File: config.mk
export PLATFORM = sky130hd
export DESIGN_NAME = store_run_tracker_flat
export DESIGN_NICKNAME = d
export VERILOG_FILES = /design/src/rtl/store_run_tracker_if.sv /design/src/rtl/store_run_tracker.sv /design/src/flat_wrapper.sv
export SDC_FILE = /design/constraint.sdc
export NUM_CORES = 1
export LEC_CHECK = 0
export ABC_AREA = 1
export CORE_MARGIN = 2
export CORE_UTILIZATION = 35
export DETAILED_ROUTE_END_ITERATION = 12
export PLACE_DENSITY = 0.64
export SLEW_MARGIN = 20
export SYNTH_ARGS = -nofsm -noshare
export SYNTH_HDL_FRONTEND = slang
export SYNTH_SLANG_ARGS = --single-unit
File: constraint.sdc
create_clock -name clk_i -period 6.2 [get_ports clk_i]
set_clock_uncertainty 0.2 [all_clocks]
set_input_delay 1.24 -clock clk_i [delete_from_list [all_inputs] [get_ports clk_i]]
set_output_delay 1.24 -clock clk_i [all_outputs]
set_load 0.02 [all_outputs]
File: src/rtl/store_run_tracker_if.sv
// Commit write port from store_run_tracker into the overflow range buffer.
// Each accepted transfer carries one closed store run [first, last].
interface store_run_tracker_if #(
    parameter int AW = 32
);
    logic          wr_valid;
    logic          wr_ready;
    logic [AW-1:0] wr_first;
    logic [AW-1:0] wr_last;

    modport master (
        output wr_valid,
        output wr_first,
        output wr_last,
        input  wr_ready
    );

    modport slave (
        input  wr_valid,
        input  wr_first,
        input  wr_last,
        output wr_ready
    );
endinterface

File: src/rtl/store_run_tracker.sv
// Tracks runs of contiguous non-frame stores in EX, commits qualifying runs to the
// overflow range buffer, and pulses crash_o when a hit load is followed by a JALR.
//
// state   | meaning
// --------+-----------------------------------------------------------------
// S_IDLE   | no run open; a tracked store opens one
// S_TRACK  | run open; contiguous stores extend it, date counts down on other ops
// S_COMMIT | run closed and qualifying; wr_valid held until the buffer accepts
module store_run_tracker #(
    parameter int AW            = 32,
    parameter int MIN_RUN_BYTES = 32,
    parameter int TIMEOUT       = 10,
    parameter int CNT_W         = 16
) (
    input  logic                 clk_i,
    input  logic                 rst_ni,
    input  logic                 clear_i,
    input  logic                 en_crash_i,
    input  logic                 valid_i,
    input  logic                 op_store_i,
    input  logic                 op_load_i,
    input  logic                 op_jalr_i,
    input  logic [2:0]           store_size_i,
    input  logic                 base_is_frame_i,
    input  logic [AW-1:0]        addr_i,
    input  logic                 buf_hit_i,
    store_run_tracker_if.master  wr,
    output logic                 active_o,
    output logic                 crash_o
);

    typedef enum logic [1:0] {
        S_IDLE   = 2'd0,
        S_TRACK  = 2'd1,
        S_COMMIT = 2'd2
    } state_t;

    localparam logic [3:0]       DATE_INIT = 4'(TIMEOUT);
    localparam logic [CNT_W-1:0] CNT_MAX   = '1;
    localparam logic [CNT_W-1:0] CNT_MIN   = CNT_W'(MIN_RUN_BYTES);

    state_t           state_q,     state_d;
    logic [AW-1:0]    start_q,     start_d;
    logic [AW-1:0]    end_q,       end_d;
    logic [2:0]       last_size_q, last_size_d;
    logic [CNT_W-1:0] count_q,     count_d;
    logic [3:0]       date_q,      date_d;
    logic             load_hit_q,  load_hit_d;
    logic             crash_q,     crash_d;
    logic             wr_valid_q,  wr_valid_d;
    logic [AW-1:0]    wr_first_q,  wr_first_d;
    logic [AW-1:0]    wr_last_q,   wr_last_d;

    logic             size_ok;
    logic             is_store;
    logic             is_load;
    logic             is_jalr;
    logic             trk_store;
    logic [AW:0]      next_addr;
    logic             contig;
    logic [AW-1:0]    last_byte;
    logic [CNT_W:0]   cnt_sum;
    logic [CNT_W-1:0] cnt_sat;
    logic             qualifies;
    logic             in_run;
    logic             start_run;
    logic             close_run;

    // Illegal sizes demote the op to a non-store, so it falls through to load/jalr decode.
    assign size_ok   = (store_size_i == 3'd1) || (store_size_i == 3'd2) || (store_size_i == 3'd4);
    assign is_store  = valid_i & op_store_i & size_ok;
    assign is_load   = valid_i & ~is_store & op_load_i;
    assign is_jalr   = valid_i & ~is_store & ~op_load_i & op_jalr_i;
    assign trk_store = is_store & ~base_is_frame_i;

    // The carry bit keeps a run from wrapping past the top of the address space.
    assign next_addr = {1'b0, end_q} + (AW+1)'(last_size_q);
    assign contig    = ~next_addr[AW] && (next_addr[AW-1:0] == addr_i);
    assign last_byte = end_q + AW'(last_size_q) - AW'(1);

    assign cnt_sum   = {1'b0, count_q} + (CNT_W+1)'(store_size_i);
    assign cnt_sat   = cnt_sum[CNT_W] ? CNT_MAX : cnt_sum[CNT_W-1:0];
    assign qualifies = (count_q > CNT_MIN);

    assign in_run    = (state_q == S_TRACK) && (addr_i >= start_q) && (addr_i <= last_byte);

    always_comb begin
        state_d     = state_q;
        start_d     = start_q;
        end_d       = end_q;
        last_size_d = last_size_q;
        count_d     = count_q;
        date_d      = date_q;
        load_hit_d  = load_hit_q;
        crash_d     = 1'b0;
        wr_valid_d  = wr_valid_q;
        wr_first_d  = wr_first_q;
        wr_last_d   = wr_last_q;
        start_run   = 1'b0;
        close_run   = 1'b0;

        unique case (state_q)
            S_IDLE: begin
                start_run = trk_store;
            end
            S_TRACK: begin
                if (trk_store) begin
                    if (contig) begin
                        end_d       = addr_i;
                        last_size_d = store_size_i;
                        count_d     = cnt_sat;
                        date_d      = DATE_INIT;
                    end else if (qualifies) begin
                        close_run = 1'b1;
                    end else begin
                        start_run = 1'b1;
                    end
                end else if (valid_i) begin
                    if (date_q != 4'd0) begin
                        date_d = date_q - 4'd1;
                    end else begin
                        close_run = 1'b1;
                    end
                end
            end
            S_COMMIT: begin
                if (wr.wr_ready) begin
                    state_d    = S_IDLE;
                    wr_valid_d = 1'b0;
                end
            end
            default: begin
                state_d = S_IDLE;
            end
        endcase

        if (start_run) begin
            state_d     = S_TRACK;
            start_d     = addr_i;
            end_d       = addr_i;
            last_size_d = store_size_i;
            count_d     = CNT_W'(store_size_i);
            date_d      = DATE_INIT;
        end

        if (close_run) begin
            if (qualifies) begin
                state_d    = S_COMMIT;
                wr_valid_d = 1'b1;
                wr_first_d = start_q;
                wr_last_d  = last_byte;
            end else begin
                state_d = S_IDLE;
            end
        end

        if (is_load) begin
            load_hit_d = buf_hit_i | in_run;
        end else if (is_jalr) begin
            crash_d    = en_crash_i & load_hit_q;
            load_hit_d = 1'b0;
        end

        if (clear_i) begin
            state_d     = S_IDLE;
            start_d     = '0;
            end_d       = '0;
            last_size_d = '0;
            count_d     = '0;
            date_d      = '0;
            load_hit_d  = 1'b0;
            crash_d     = 1'b0;
            wr_valid_d  = 1'b0;
            wr_first_d  = '0;
            wr_last_d   = '0;
        end
    end

    always_ff @(posedge clk_i or negedge rst_ni) begin
        if (!rst_ni) begin
            state_q     <= S_IDLE;
            start_q     <= '0;
            end_q       <= '0;
            last_size_q <= '0;
            count_q     <= '0;
            date_q      <= '0;
            load_hit_q  <= 1'b0;
            crash_q     <= 1'b0;
            wr_valid_q  <= 1'b0;
            wr_first_q  <= '0;
            wr_last_q   <= '0;
        end else begin
            state_q     <= state_d;
            start_q     <= start_d;
            end_q       <= end_d;
            last_size_q <= last_size_d;
            count_q     <= count_d;
            date_q      <= date_d;
            load_hit_q  <= load_hit_d;
            crash_q     <= crash_d;
            wr_valid_q  <= wr_valid_d;
            wr_first_q  <= wr_first_d;
            wr_last_q   <= wr_last_d;
        end
    end

    assign wr.wr_valid = wr_valid_q;
    assign wr.wr_first = wr_first_q;
    assign wr.wr_last  = wr_last_q;
    assign active_o    = (state_q == S_TRACK);
    assign crash_o     = crash_q;

endmodule

File: src/flat_wrapper.sv
// flat-port wrapper written by rule: the top's interface ports become plain ports
module store_run_tracker_flat 
#(
    parameter int AW            = 32,
    parameter int MIN_RUN_BYTES = 32,
    parameter int TIMEOUT       = 10,
    parameter int CNT_W         = 16
)
  (clk_i, rst_ni, clear_i, en_crash_i, valid_i, op_store_i, op_load_i, op_jalr_i, store_size_i, base_is_frame_i, addr_i, buf_hit_i, active_o, crash_o, wr_wr_valid, wr_wr_first, wr_wr_last, wr_wr_ready);
  store_run_tracker_if #(.AW(AW)) wr_i ();
  input  logic clk_i;
  input  logic rst_ni;
  input  logic clear_i;
  input  logic en_crash_i;
  input  logic valid_i;
  input  logic op_store_i;
  input  logic op_load_i;
  input  logic op_jalr_i;
  input  logic [2:0] store_size_i;
  input  logic base_is_frame_i;
  input  logic [AW-1:0] addr_i;
  input  logic buf_hit_i;
  output logic active_o;
  output logic crash_o;
  output wire logic [$bits(wr_i.wr_valid)-1:0] wr_wr_valid;
  output wire logic [$bits(wr_i.wr_first)-1:0] wr_wr_first;
  output wire logic [$bits(wr_i.wr_last)-1:0] wr_wr_last;
  input wire logic [$bits(wr_i.wr_ready)-1:0] wr_wr_ready;
  assign wr_wr_valid = wr_i.wr_valid;
  assign wr_wr_first = wr_i.wr_first;
  assign wr_wr_last = wr_i.wr_last;
  assign wr_i.wr_ready = wr_wr_ready;
  store_run_tracker #(.AW(AW), .MIN_RUN_BYTES(MIN_RUN_BYTES), .TIMEOUT(TIMEOUT), .CNT_W(CNT_W)) u_core (.clk_i(clk_i), .rst_ni(rst_ni), .clear_i(clear_i), .en_crash_i(en_crash_i), .valid_i(valid_i), .op_store_i(op_store_i), .op_load_i(op_load_i), .op_jalr_i(op_jalr_i), .store_size_i(store_size_i), .base_is_frame_i(base_is_frame_i), .addr_i(addr_i), .buf_hit_i(buf_hit_i), .wr(wr_i), .active_o(active_o), .crash_o(crash_o));
endmodule
=== Word-level counts from Yosys, hierarchy flattened ===
Index checks and enable logic that the tools add are counted.

* Register bits after elaboration: 156
* Bits in latches: 0
* RAM bits: 0
* Memory bits (read-only): 0
* Input bits: 46
* Output and inout bits: 67
* Logic and storage cells: 120
* Memories kept: 0

* $add $sub $neg: 5
* $mul: 0
* Div/mod/pow operators: 0
* Order comparisons: 3
* Equality and inequality tests: 9
* Shift operators: 0
* Multiplexer cells: 58
* Bitwise gates (word level): 13
* Reduce and logical (&&, ||, !) cells: 21

{| class="wikitable"
|+ Operators with widths
! cell !! count
|-
| two-way mux 32 bit || 13
|-
| two-way mux 16 bit || 6
|-
| adder 32 x 3 -> 33 bit || 1
|-
| adder 32 x 3 -> 32 bit || 1
|-
| == test 32 bit || 1
|-
| >= comparator 32 bit || 1
|-
| less-or-equal comparator 32 bit || 1
|-
| subtractor 32 x 1 -> 32 bit, second input constant || 1
|-
| two-way mux 4 bit || 7
|-
| two-way mux 1 bit || 20
|-
| adder 16 x 3 -> 17 bit || 1
|-
| greater-than comparator 16 x 6 -> 1 bit, second input constant || 1
|-
| two-way mux 3 bit || 5
|-
| nonzero test 3 bit || 4
|-
| nonzero test 4 bit || 3
|-
| two-way mux 2 bit || 5
|-
| bitwise AND 1 bit || 8
|-
| nonzero test 2 bit || 3
|-
| != test 5 x 3 -> 1 bit, second input constant || 1
|-
| != test 4 x 1 -> 1 bit, second input constant || 1
|-
| != test 4 bit, second input constant || 1
|-
| NOT 1 bit || 4
|-
| one-hot mux 2 bit (2 select lines) || 1
|-
| AND reduction 2 bit || 2
|-
| 14 further kinds || 17
|}

=== Logic depth before layout (Yosys ltp) ===
* Depth after elaboration: 11
* Mapped depth: 28
* Mapped depth without buffers: 28

=== Worst setup path after synthesis ===
Ideal clock, no wire load.

* Path type: reg-to-reg
* Start point: register u_core.last_size_q[1]
* End point: register u_core.load_hit_q
* Setup time: 0.121 ns
* Data arrival time: 4.032 ns
* Data required time: 5.879 ns
* Path slack: 1.847 ns
* Cell stages (with the launch flop): 28
* Path buffers: 0
* Clock period less this slack: 4.353 ns
* Path through: dfrtp_1 inv_1 ha_1 inv_1 ha_1 fa_1 nand3_1 nand3_1 nand2_1 a21oi_1 nand3_1 nand3_1 a21boi_0 o21bai_1 nand2_1 o21ai_0 xor2_1 inv_1 ha_1 nand2_1 nor3_1 nor4b_1 o21ai_0 a22o_1 nand2_1 o21bai_1 nand2_1 nand2_1

* Longest elaborated chain between the ends: 7

{| class="wikitable"
|+ RTL lines
! what !! line !! RTL
|-
| start, declared || store_run_tracker.sv:45 || <nowiki>logic [2:0] last_size_q, last_size_d;</nowiki>
|-
| start signal, assigned || store_run_tracker.sv:196 || <nowiki>last_size_q <= last_size_d;</nowiki>
|-
| adder 32 x 3 -> 32 bit || store_run_tracker.sv:79 || <nowiki>assign last_byte = end_q + AW'(last_size_q) - AW'(1);</nowiki>
|-
| subtractor 32 x 1 -> 32 bit || store_run_tracker.sv:79 ||
|-
| less-or-equal comparator 32 bit || store_run_tracker.sv:85 || <nowiki>assign in_run = (state_q == S_TRACK) && (addr_i >= start_q) && (addr_i <= last_byte);</nowiki>
|-
| logical AND 1 bit || store_run_tracker.sv:85 ||
|-
| bitwise OR 1 bit || store_run_tracker.sv:158 || <nowiki>load_hit_d = buf_hit_i | in_run;</nowiki>
|-
| two-way mux 1 bit || store_run_tracker.sv:157 || <nowiki>if (is_load) begin</nowiki>
|-
| two-way mux 1 bit || store_run_tracker.sv:164 || <nowiki>if (clear_i) begin</nowiki>
|-
| end signal, assigned || store_run_tracker.sv:199 || <nowiki>load_hit_q <= load_hit_d;</nowiki>
|-
| end, declared || store_run_tracker.sv:48 || <nowiki>logic load_hit_q, load_hit_d;</nowiki>
|}

Every way passes these cells.
A chain may end at the register's enable or synchronous reset.

=== Final worst setup path ===
Ends and elaborated chain as after synthesis.

==> flow_summary.json <==
{
  "grt_use_total": 0.1917,
  "holdPathStages": 2,
  "cts-hold-fix-buffers": 0,
  "timing.setup.tns_ns": 0,
  "synth_top_area_cell": "dfrtp_1",
  "syn_inst": 1617,
  "clk_pin_slew_worst_paths_ns": 0.08,
  "crit_type": "flip-flop to flip-flop",
  "ir_drop_mv": 0.2016,
  "first_pass_iters": 5,
  "synth_top_area_frac": 0.3285,
  "reg2reg_setup_slack_ns": 0.67,
  "min_period_over_period": 0.8925,
  "multiInputGateArea_mm2": 0.006903,
  "arrival_ns": 5.67,
  "hp-class": "flip-flop to flip-flop",
  "dp.cells": 2146,
  "tightest_slew_ns": 0.8566,
  "diodes": 0,
  "ys.flop_type": "dfrtp_1",
  "wl_per_cell_um": 15.19,
  "dpl.hpwl_um": 25270,
  "cp_num_buf_inv": 3,
  "grt_max_degree": 66,
  "ys_ff_latch": 156,
  "place_area_mm2": 0.01334,
  "seq_area_frac_synth": 0.3285,
  "reg2reg_from": "u_core.last_size_q[1]",
  "min_from": "u_core.wr.wr_first[7]",
  "final_core_util": 0.4160,
  "fmax_mhz": 180.7,
  "fin_nets": 1898,
  "die_w_um": 188.3,
  "fin_cells": 2178,
  "drive_above_1_share": 0.05202,
  "reg2reg_to": "u_core.load_hit_q",
  "io_buffers": 112,
  "critPathMaxStageDelay_ns": 0.55,
  "clkSinkCount": 156,
  "cts_buffers": 17,
  "cts_root_buf": "clkbuf_16",
  "rr_worst_depth": 27,
  "drc": 0,
  "core_mm2": 0.03345,
  "stdcell_area_mm2": 0.01391,
  "viasPerCell": 4.826,
  "clk_latency_ns": 0.45,
  "post_cts_resized": 0,
  "status": "completed",
  "path_common_cell": "nand2_1",
  "grt.overflow.total": 0,
  "path_max_fanout": 4,
  "grt_pass1_vias": 10335,
  "fin_crit_ns": 5.533,
  "drt-total-wl_um": 33080,
  "floorplan.initialDensity": 0.3553,
  "antenna_found_initial": 0,
  "leakagePower_nw": 6.988,
  "cts_max_path_buffers": 2,
  "hold_viol": 0,
  "area_growth_pct": 17.09,
  "critPathTopFamily": "simple AND/OR/NAND/NOR gates",
  "synth_edf_count": 0,
  "layout_commonest_cell": "nand2_1",
  "cellPowerDensity_mw_per_mm2": 361.0,
  "crit_path_end_kind": "flip-flop",
  "syn-cell-area_mm2": 0.01188,
  "worst_setup_path_start_kind": "flip-flop",
  "cts_setup_buffers": 0,
  "register_area_mm2": 0.003904,
  "required_ns": 6.33,
  "synth_warnings": 0,
  "dieArea_mm2": 0.03544,
  "final_cell_mix": "nand2_1 (551), inv_1 (198), dfrtp_1 (156)",
  "slew_violations": 0,
  "syn_nets": 1798,
  "cp_slowest_cell": "nor4b_1",
  "cts_tree": "done",
  "vias": 10510,
  "whs_ns": 0.2678,
  "fillers": 3446,
  "synth.area.top_cells": "dfrtp_1 (33%), nand2_1 (17%), ha_1 (14%)",
  "synth-async-reset-ratio": 1.000,
  "drtIter0Drc": 559,
  "die_h_um": 188.3,
  "slew_headroom": 0.4281,
  "maxCapViolCount": 0,
  "rsz0062_at_grt": "false",
  "ioPinCount": 113,
  "gp_congestion": 0.8747,
  "finalSetupViolations": 0,
  "syn_area_per_cell_um2": 7.349,
  "grt_pass1_wl_um": 53710,
  "synth.distinct_cells": 48,
  "num_rows": 67,
  "final_antenna_net_count": 0,
  "hold_end": "u_core.wr.wr_first[7]",
  "h-tree-depth": 4
}
sequential cells by signal, indices dropped and copies added (netlist names):
signal and cells:
u_core.end_q 32, u_core.start_q 32, u_core.wr.wr_first 32, u_core.wr.wr_last 32
u_core.count_q 16, u_core.date_q 4, u_core.last_size_q 3, u_core.state_q 2
u_core.crash_o 1, u_core.load_hit_q 1, u_core.wr.wr_valid 1
cells by family (layout without fill, tap and decap cells):
| kind of cell | after synthesis | after routing | share of synthesized area |
|---|---|---|---|
| AOI/OAI and AO/OA | 226 | 226 | 0.1097 |
| xor gates and xnor gates | 64 | 64 | 0.04833 |
| DFF | 156 | 156 | 0.3285 |
| and+or+nand+nor | 792 | 792 | 0.2784 |
| adders and majority gates | 135 | 135 | 0.1440 |
| buffers and inverters | 244 | 357 | 0.09098 |
per-layer routing:
metal  GRT usage  share of wire  vias to the layer above
met2      0.3210           0.47                      167
met4     0.04815          0.016                        0
met1      0.2592           0.48                     4921
li1            -              -                     5389
met5           0              0                        -
met3     0.02906          0.034                       33
Yosys cell counts, drive strengths merged, types with 2 or more instances:
cell	number
a31oi	5
o21bai	9
a21oi	71
clkbuf	8
nor3	12
o211ai	8
clkinv	3
ha	132
a211oi	4
nand2	569
o221ai	2
o221a	3
xor2	41
a31o	2
o21ai	108
nand4	23
nand3	73
nor2	105
inv	204
xnor2	22
buf	29
a21o	2
fa	3
nor4	4
nand3b	4
a21boi	3
o21a	5
dfrtp	156
cell type report:
cell class,instances,share of cell area
inverter,207,0.05603
sequential,156,0.2806
multi-input combinational,1217,0.4961
tap,448,0.04029
clock inverter,14,0.009712
timing repair buffer,118,0.08570
clock buffer,18,0.03156
through the flow:
step / total power, W / setup slack [ns]
floorplan: 0.003205 / 1.847
CTS: 0.005055 / 0.7621
global route: 0.005485 / 0.2450
finish: 0.005022 / 0.6666
global placement: 0.003934 / 1.054
detailed placement: 0.003967 / 0.8087
power by group:
group          switching (W)  internal, W
Sequential          0.000171      0.00116
Clock               0.000487     0.000571
Combinational        0.00165     0.000986
how the worst max path moves through the flow:
stage | from | endpoint | slack [ns] | cells past startpoint
2_1_floorplan | u_core.last_size_q[1] | u_core.load_hit_q | 1.85 | 27
3_3_place_gp | u_core.last_size_q[1] | u_core.load_hit_q | 1.05 | 27
3_5_place_dp | u_core.last_size_q[1] | u_core.load_hit_q | 0.81 | 27
4_1_cts | u_core.last_size_q[1] | u_core.load_hit_q | 0.76 | 27
5_1_grt | u_core.last_size_q[1] | u_core.load_hit_q | 0.24 | 27
6_report | u_core.last_size_q[1] | u_core.load_hit_q | 0.67 | 27
worst reg2reg max path, cell delays in order (launching register included):
cell and delay, ns:
dfrtp_1 0.39, inv_1 0.09, ha_1 0.35, inv_1 0.07, ha_1 0.18, fa_1 0.23, nand3_1 0.09, nand3_1 0.11
nand2_1 0.08, a21oi_1 0.29, nand3_1 0.11, nand3_1 0.15, a21boi_0 0.18, o21bai_1 0.28, nand2_1 0.14, o21ai_0 0.25
xor2_1 0.24, inv_1 0.07, ha_1 0.29, nand2_1 0.05, nor3_1 0.30, nor4b_1 0.55, o21ai_0 0.19, a22o_1 0.27
nand2_1 0.07, o21bai_1 0.07, nand2_1 0.06, nand2_1 0.05
Note: power is estimated with default switching activity, not from simulation.
==> variant 1 (same flow settings) <==
`TIMEOUT` is set to 10 in 2 places; all go to 9.
--- a/src/rtl/store_run_tracker.sv
+++ b/src/rtl/store_run_tracker.sv
@@ -9,7 +9,7 @@
 module store_run_tracker #(
     parameter int AW            = 32,
     parameter int MIN_RUN_BYTES = 32,
-    parameter int TIMEOUT       = 10,
+    parameter int TIMEOUT       = 9,
     parameter int CNT_W         = 16
 ) (
     input  logic                 clk_i,
--- a/src/flat_wrapper.sv
+++ b/src/flat_wrapper.sv
@@ -3,7 +3,7 @@
 #(
     parameter int AW            = 32,
     parameter int MIN_RUN_BYTES = 32,
-    parameter int TIMEOUT       = 10,
+    parameter int TIMEOUT       = 9,
     parameter int CNT_W         = 16
 )
   (clk_i, rst_ni, clear_i, en_crash_i, valid_i, op_store_i, op_load_i, op_jalr_i, store_size_i, base_is_frame_i, addr_i, buf_hit_i, active_o, crash_o, wr_wr_valid, wr_wr_first, wr_wr_last, wr_wr_ready);
Formal check against the unedited RTL: no difference found for any inputs over 4 cycles, from zero or initial values and one cycle with rst_ni low; that may be too few to reach the edited logic, so the function may still have changed.
==> variant 1 against the original RTL <==
Core utilization decreased by 0.30 points. Sequential cell count stayed put. Cell area is 1.2% lower. Final cell count hardly changed. Die area fell by 1.3%. Count of clock-buffer cells in the layout up 2. Worst setup slack improved by 0.28 ns. Via count fell by 0.45%. Fmax rose by 5.4%. Power is 0.18% lower. Combinational power is 2% higher. Routed wire length decreased by 0.80%. Area after synthesis shrank 1.4%. Largest cell class unchanged.
==> variant 1: results (changes against the original RTL) <==
.. list-table::
   :header-rows: 1

   * - Metric
     - Value
   * - CP max stage cell
     - sky130_fd_sc_hd__nor4_1
   * - Total routing usage reported by global routing
     - 19.2% (about the same)
   * - Worst slack, placed
     - 1.05 ns (+0.238 ns)
   * - Initial antenna violation count
     - 0 (unchanged)
   * - Top post-synthesis cells by count
     - sky130_fd_sc_hd__nand2_1 (561), sky130_fd_sc_hd__inv_1 (193), sky130_fd_sc_hd__dfrtp_1 (156), sky130_fd_sc_hd__ha_1 (132), sky130_fd_sc_hd__nor2_1 (98)
   * - IO buf count
     - 112 (unchanged)
   * - Post-synthesis area per instance
     - 7.27 um^2 (-1.1%)
   * - Layout Nets
     - 1896 (-0.11%)
   * - Switching power summed over all nets
     - 0.00234 W (+1.5%)
   * - Worst hold path type
     - reg2reg
   * - Number of cells upsized or downsized after cts
     - 0 (unchanged)
   * - # diodes
     - 0 (unchanged)
   * - Number of H-tree levels
     - 4 (unchanged)
   * - Post-Route WL
     - 32.8 mm (-0.80%)
   * - Post-CTS setup buffer count
     - 0 (unchanged)
   * - CTS Buf Count
     - 17 (unchanged)
   * - Root buffer selected by CTS
     - sky130_fd_sc_hd__clkbuf_16
   * - Area contributors post-synth
     - sky130_fd_sc_hd__dfrtp_1 (33%), sky130_fd_sc_hd__nand2_1 (18%), sky130_fd_sc_hd__ha_1 (14%)
   * - 1st-iter DRT viols
     - 696 (+25%)
   * - Critical-path maximum fanout
     - 3 (-1)
   * - Share of layout cells above drive strength 1
     - 3.53% (-1.7 points)
   * - Proportion of synthesized flip-flops having asynchronous set or reset
     - 100% (unchanged)
   * - Register clock-pin slew on the reported worst setup and hold paths
     - 0.07 ns
   * - Final weighted congestion in routability-driven placement
     - 0.898 (+2.6%)
   * - Number of fill cells
     - 3505 (+1.7%)
   * - HPWL after detailed placement
     - 25.6 mm (+1.2%)
   * - Largest net degree at the start of global routing
     - 99 (+50%)
   * - Portion of the post-synthesis area used by sequential elements
     - 33.3% (+0.46 points)
   * - Data arrival time of the critical path
     - 5.38 ns (-0.29 ns)
   * - Flip-flop cell with the highest count after synthesis
     - sky130_fd_sc_hd__dfrtp_1
   * - Worst slew pin tran
     - 0.955 ns (+0.0988 ns)
   * - Maximum single-stage delay on the critical path
     - 0.50 ns (-0.05 ns)
   * - Maximum clock path buffer count
     - 2 (unchanged)
   * - First-pass GRT wire length
     - 53.6 mm (-0.17%)
   * - Outcome
     - complete, no violations
   * - Reg2Reg Setup Slack
     - 0.95 ns (+0.28 ns)
   * - Iteration count of the initial detailed-routing pass
     - 6 (+1)
   * - Leakage power of the design
     - 6.87 nW (-1.8%)
   * - Max IR drop VDD
     - 0.000207 V (+2.8%)
   * - Insertion delay of the later-clocked pin in the worst-skew pair
     - 0.44 ns
   * - Count of cell types in the netlist
     - 45 (-6.3%)
   * - Number of vias in the routed layout
     - 10500 (-0.45%)
   * - Count of synthesis-stage warnings from yosys
     - 0 (unchanged)
   * - Post-Synthesis Net Count
     - 1794 (-0.22%)
variant 1: metal layers:
layer / vias to the layer above / part of all wire [%] / wire length [um] / track usage, %
met5: - / 0 / 0 / 0
met4: 0 / 1.2 / 384 / 4.15
met3: 19 / 3.9 / 1290 / 2.96
met2: 181 / 46 / 15100 / 31.5
met1: 4888 / 49 / 16000 / 26.6
li1: 5375 / - / - / -
variant 1: worst paths after layout:
path                       depth (start not counted)                   start                     end
max reg2reg                                       25   u_core.last_size_q[1]       u_core.load_hit_q
min in group asynchronous                          1                  rst_ni   u_core.wr.wr_last[27]
min                                                2  u_core.wr.wr_first[13]  u_core.wr.wr_first[13]
max in group asynchronous                          2                  rst_ni         u_core.end_q[8]
max                                               25   u_core.last_size_q[1]       u_core.load_hit_q
min reg2reg                                        2  u_core.wr.wr_first[13]  u_core.wr.wr_first[13]
variant 1: cells by family (layout without fill, tap and decap cells):
| group | Yosys count | in the layout | synth area share, % |
|---|---|---|---|
| simple gates | 778 | 778 | 27.3 |
| flops | 156 | 156 | 33.3 |
| compound gates | 245 | 245 | 11.4 |
| xor+xnor | 65 | 65 | 4.86 |
| fa+ha+maj | 135 | 135 | 14.6 |
| buf+inv | 234 | 349 | 8.52 |
variant 1: critical path, delay by kind of cell (launching register included):
family,cells,cell delay [ns]
AOI/OAI and AO/OA,7,1.34
xor gates and xnor gates,1,0.29
adders and majority gates,4,1.28
buffers and inverters,5,0.41
DFF,1,0.37
and+or+nand+nor,8,1.22
variant 1: layout make-up:
cell class	count	share of cell area (%)
Clock buffer	20	3.25
Sequential cell	156	28.4
Inverter	197	5.40
Timing Repair Buffer	120	8.60
Clock inverter	12	0.665
Multi-Input combinational cell	1223	49.6
Tap cell	448	4.08
variant 1: through the flow:
stage                     hold WS, ns  total power [W]  cell area, um^2  cells
after floorplan                 0.249          0.00322            11700   1613
after global placement          0.255          0.00398            13200   2144
after detailed placement        0.258          0.00402            13200   2144
after CTS                       0.274          0.00504            13700   2176
after global routing            0.290          0.00548            13700   2176
final                           0.267          0.00501            13700   2176
variant 1: power by group through the flow:
stage / clock network [W] / logic [W] / registers (W)
3_5_place_dp: 0 / 0.00266 / 0.00136
2_1_floorplan: 0 / 0.00187 / 0.00135
4_1_cts: 0.00101 / 0.00268 / 0.00135
5_1_grt: 0.00105 / 0.00306 / 0.00137
6_report: 0.000987 / 0.00268 / 0.00135
3_3_place_gp: 0 / 0.00262 / 0.00136
==> variant 2 (same settings) <==
Without the edit above. Reset style: synchronous (`rst_ni`), changed in one clocked block.
--- a/src/rtl/store_run_tracker.sv
+++ b/src/rtl/store_run_tracker.sv
@@ -176,7 +176,7 @@
         end
     end
 
-    always_ff @(posedge clk_i or negedge rst_ni) begin
+    always_ff @(posedge clk_i) begin
         if (!rst_ni) begin
             state_q     <= S_IDLE;
             start_q     <= '0;
Behaviour: differs if rst_ni is asserted again (counterexample within 4 cycles, from zero or initial values and one cycle with rst_ni low); with rst_ni held inactive, the same outputs for 4 cycles.
==> variant 2 against the original RTL <==
Cell area shrank 0.57%. Area after synthesis shrank 1.8%. First-iteration DRC count grew 57%. Sequential cell count is the same. Routed wire length grew 16%. Critical path depth shrank 1. Core utilization grew 0.71 points. Worst setup slack lost 0.046 ns. Via count grew 12%. Highest routed layer unchanged.
Power is not compared: it rests on default switching activity, and its combinational part moved more than twofold at a synthesized area within 25%.
==> variant 2: results (changes against the original RTL) <==
.. list-table::
   :header-rows: 1

   * - Metric
     - Value
   * - Post-synthesis area per instance
     - 6.82 um^2 (-7.2%)
   * - HPWL after detailed placement
     - 30.1 mm (+19%)
   * - Largest net degree at the start of global routing
     - 62 (-6.1%)
   * - Multi-input logic portion of the cell area
     - 54.8% (+5.2 points)
   * - Non-clock buffer area fraction after layout
     - 9.14% (+0.57 points)
   * - Num sequential
     - 156 (unchanged)
   * - Final weighted congestion in routability-driven placement
     - 0.923 (+5.5%)
   * - Via density per instance
     - 5.22 (+8.2%)
   * - Maximum single-stage delay on the critical path
     - 0.49 ns (-0.06 ns)
   * - Data arrival time of the critical path
     - 5.71 ns (+0.04 ns)
   * - Reg2Reg Setup Slack
     - 0.62 ns (-0.05 ns)
   * - Number of global-route vias before repair
     - 11000 (+6.5%)
   * - Layout Nets
     - 1983 (+4.5%)
   * - Total routing usage reported by global routing
     - 21.8% (+2.7 points)
   * - CP max stage cell
     - sky130_fd_sc_hd__o21ai_0
   * - Sequential cell area share
     - 22.6% (-5.5 points)
   * - Count of plain and timing-repair buffers
     - 131 (+11%)
   * - Placed cells
     - 2225 (+3.7%)
   * - Multi-input logic cell count
     - 1306 (+7.3%)
   * - Area growth syn-to-layout
     - 18.5%
   * - Clock-cell share of area
     - 4.33% (+0.20 points)
   * - Proportion of synthesized flip-flops having asynchronous set or reset
     - 0% (-100 points)
   * - Flip-flop cell with the highest count after synthesis
     - sky130_fd_sc_hd__dfxtp_1
   * - Outcome
     - complete, no violations
   * - Post-Synthesis Net Count
     - 1892 (+5.2%)
   * - 1st-iter DRT viols
     - 880 (+57%)
   * - Top post-synthesis cells by count
     - sky130_fd_sc_hd__nand2_1 (397), sky130_fd_sc_hd__inv_1 (187), sky130_fd_sc_hd__a21oi_1 (170), sky130_fd_sc_hd__dfxtp_1 (156), sky130_fd_sc_hd__nand3_1 (136)
   * - Worst slack, placed
     - 0.464 ns (-0.345 ns)
   * - Number of fill cells
     - 3416 (-0.87%)
   * - Number of signal-net inverters in the final layout
     - 190 (-8.2%)
   * - Count of cell types in the netlist
     - 49 (+2.1%)
   * - Inserted tap cell count
     - 442 (-1.3%)
   * - Post-Route WL
     - 38.4 mm (+16%)
   * - EDFF count, synth
     - 0 (unchanged)
[variant 2: path summary, 6_finish.rpt]
check                                             from                endpoint  cells after the start
worst min-delay path            u_core.wr.wr_first[11]  u_core.wr.wr_first[11]                      2
worst min register to register  u_core.wr.wr_first[11]  u_core.wr.wr_first[11]                      2
worst max-delay path             u_core.last_size_q[1]       u_core.load_hit_q                     26
worst max register to register   u_core.last_size_q[1]       u_core.load_hit_q                     26
[variant 2: per-layer routing]
layer	vias up	routed length (um)	global-route usage, %	part of all wire (%)
li1	5912	-	-	-
met3	68	2010	3.82	5.2
met4	0	1300	8.58	3.4
met2	373	17800	36.3	46
met5	-	0	0	0
met1	5426	17300	28.1	45
[variant 2: tightest hold or removal path, stage by stage (launching register included)]
cell and delay, ns:
sky130_fd_sc_hd__dfxtp_1 0.31, sky130_fd_sc_hd__nand2_1 0.06, sky130_fd_sc_hd__a21oi_1 0.05
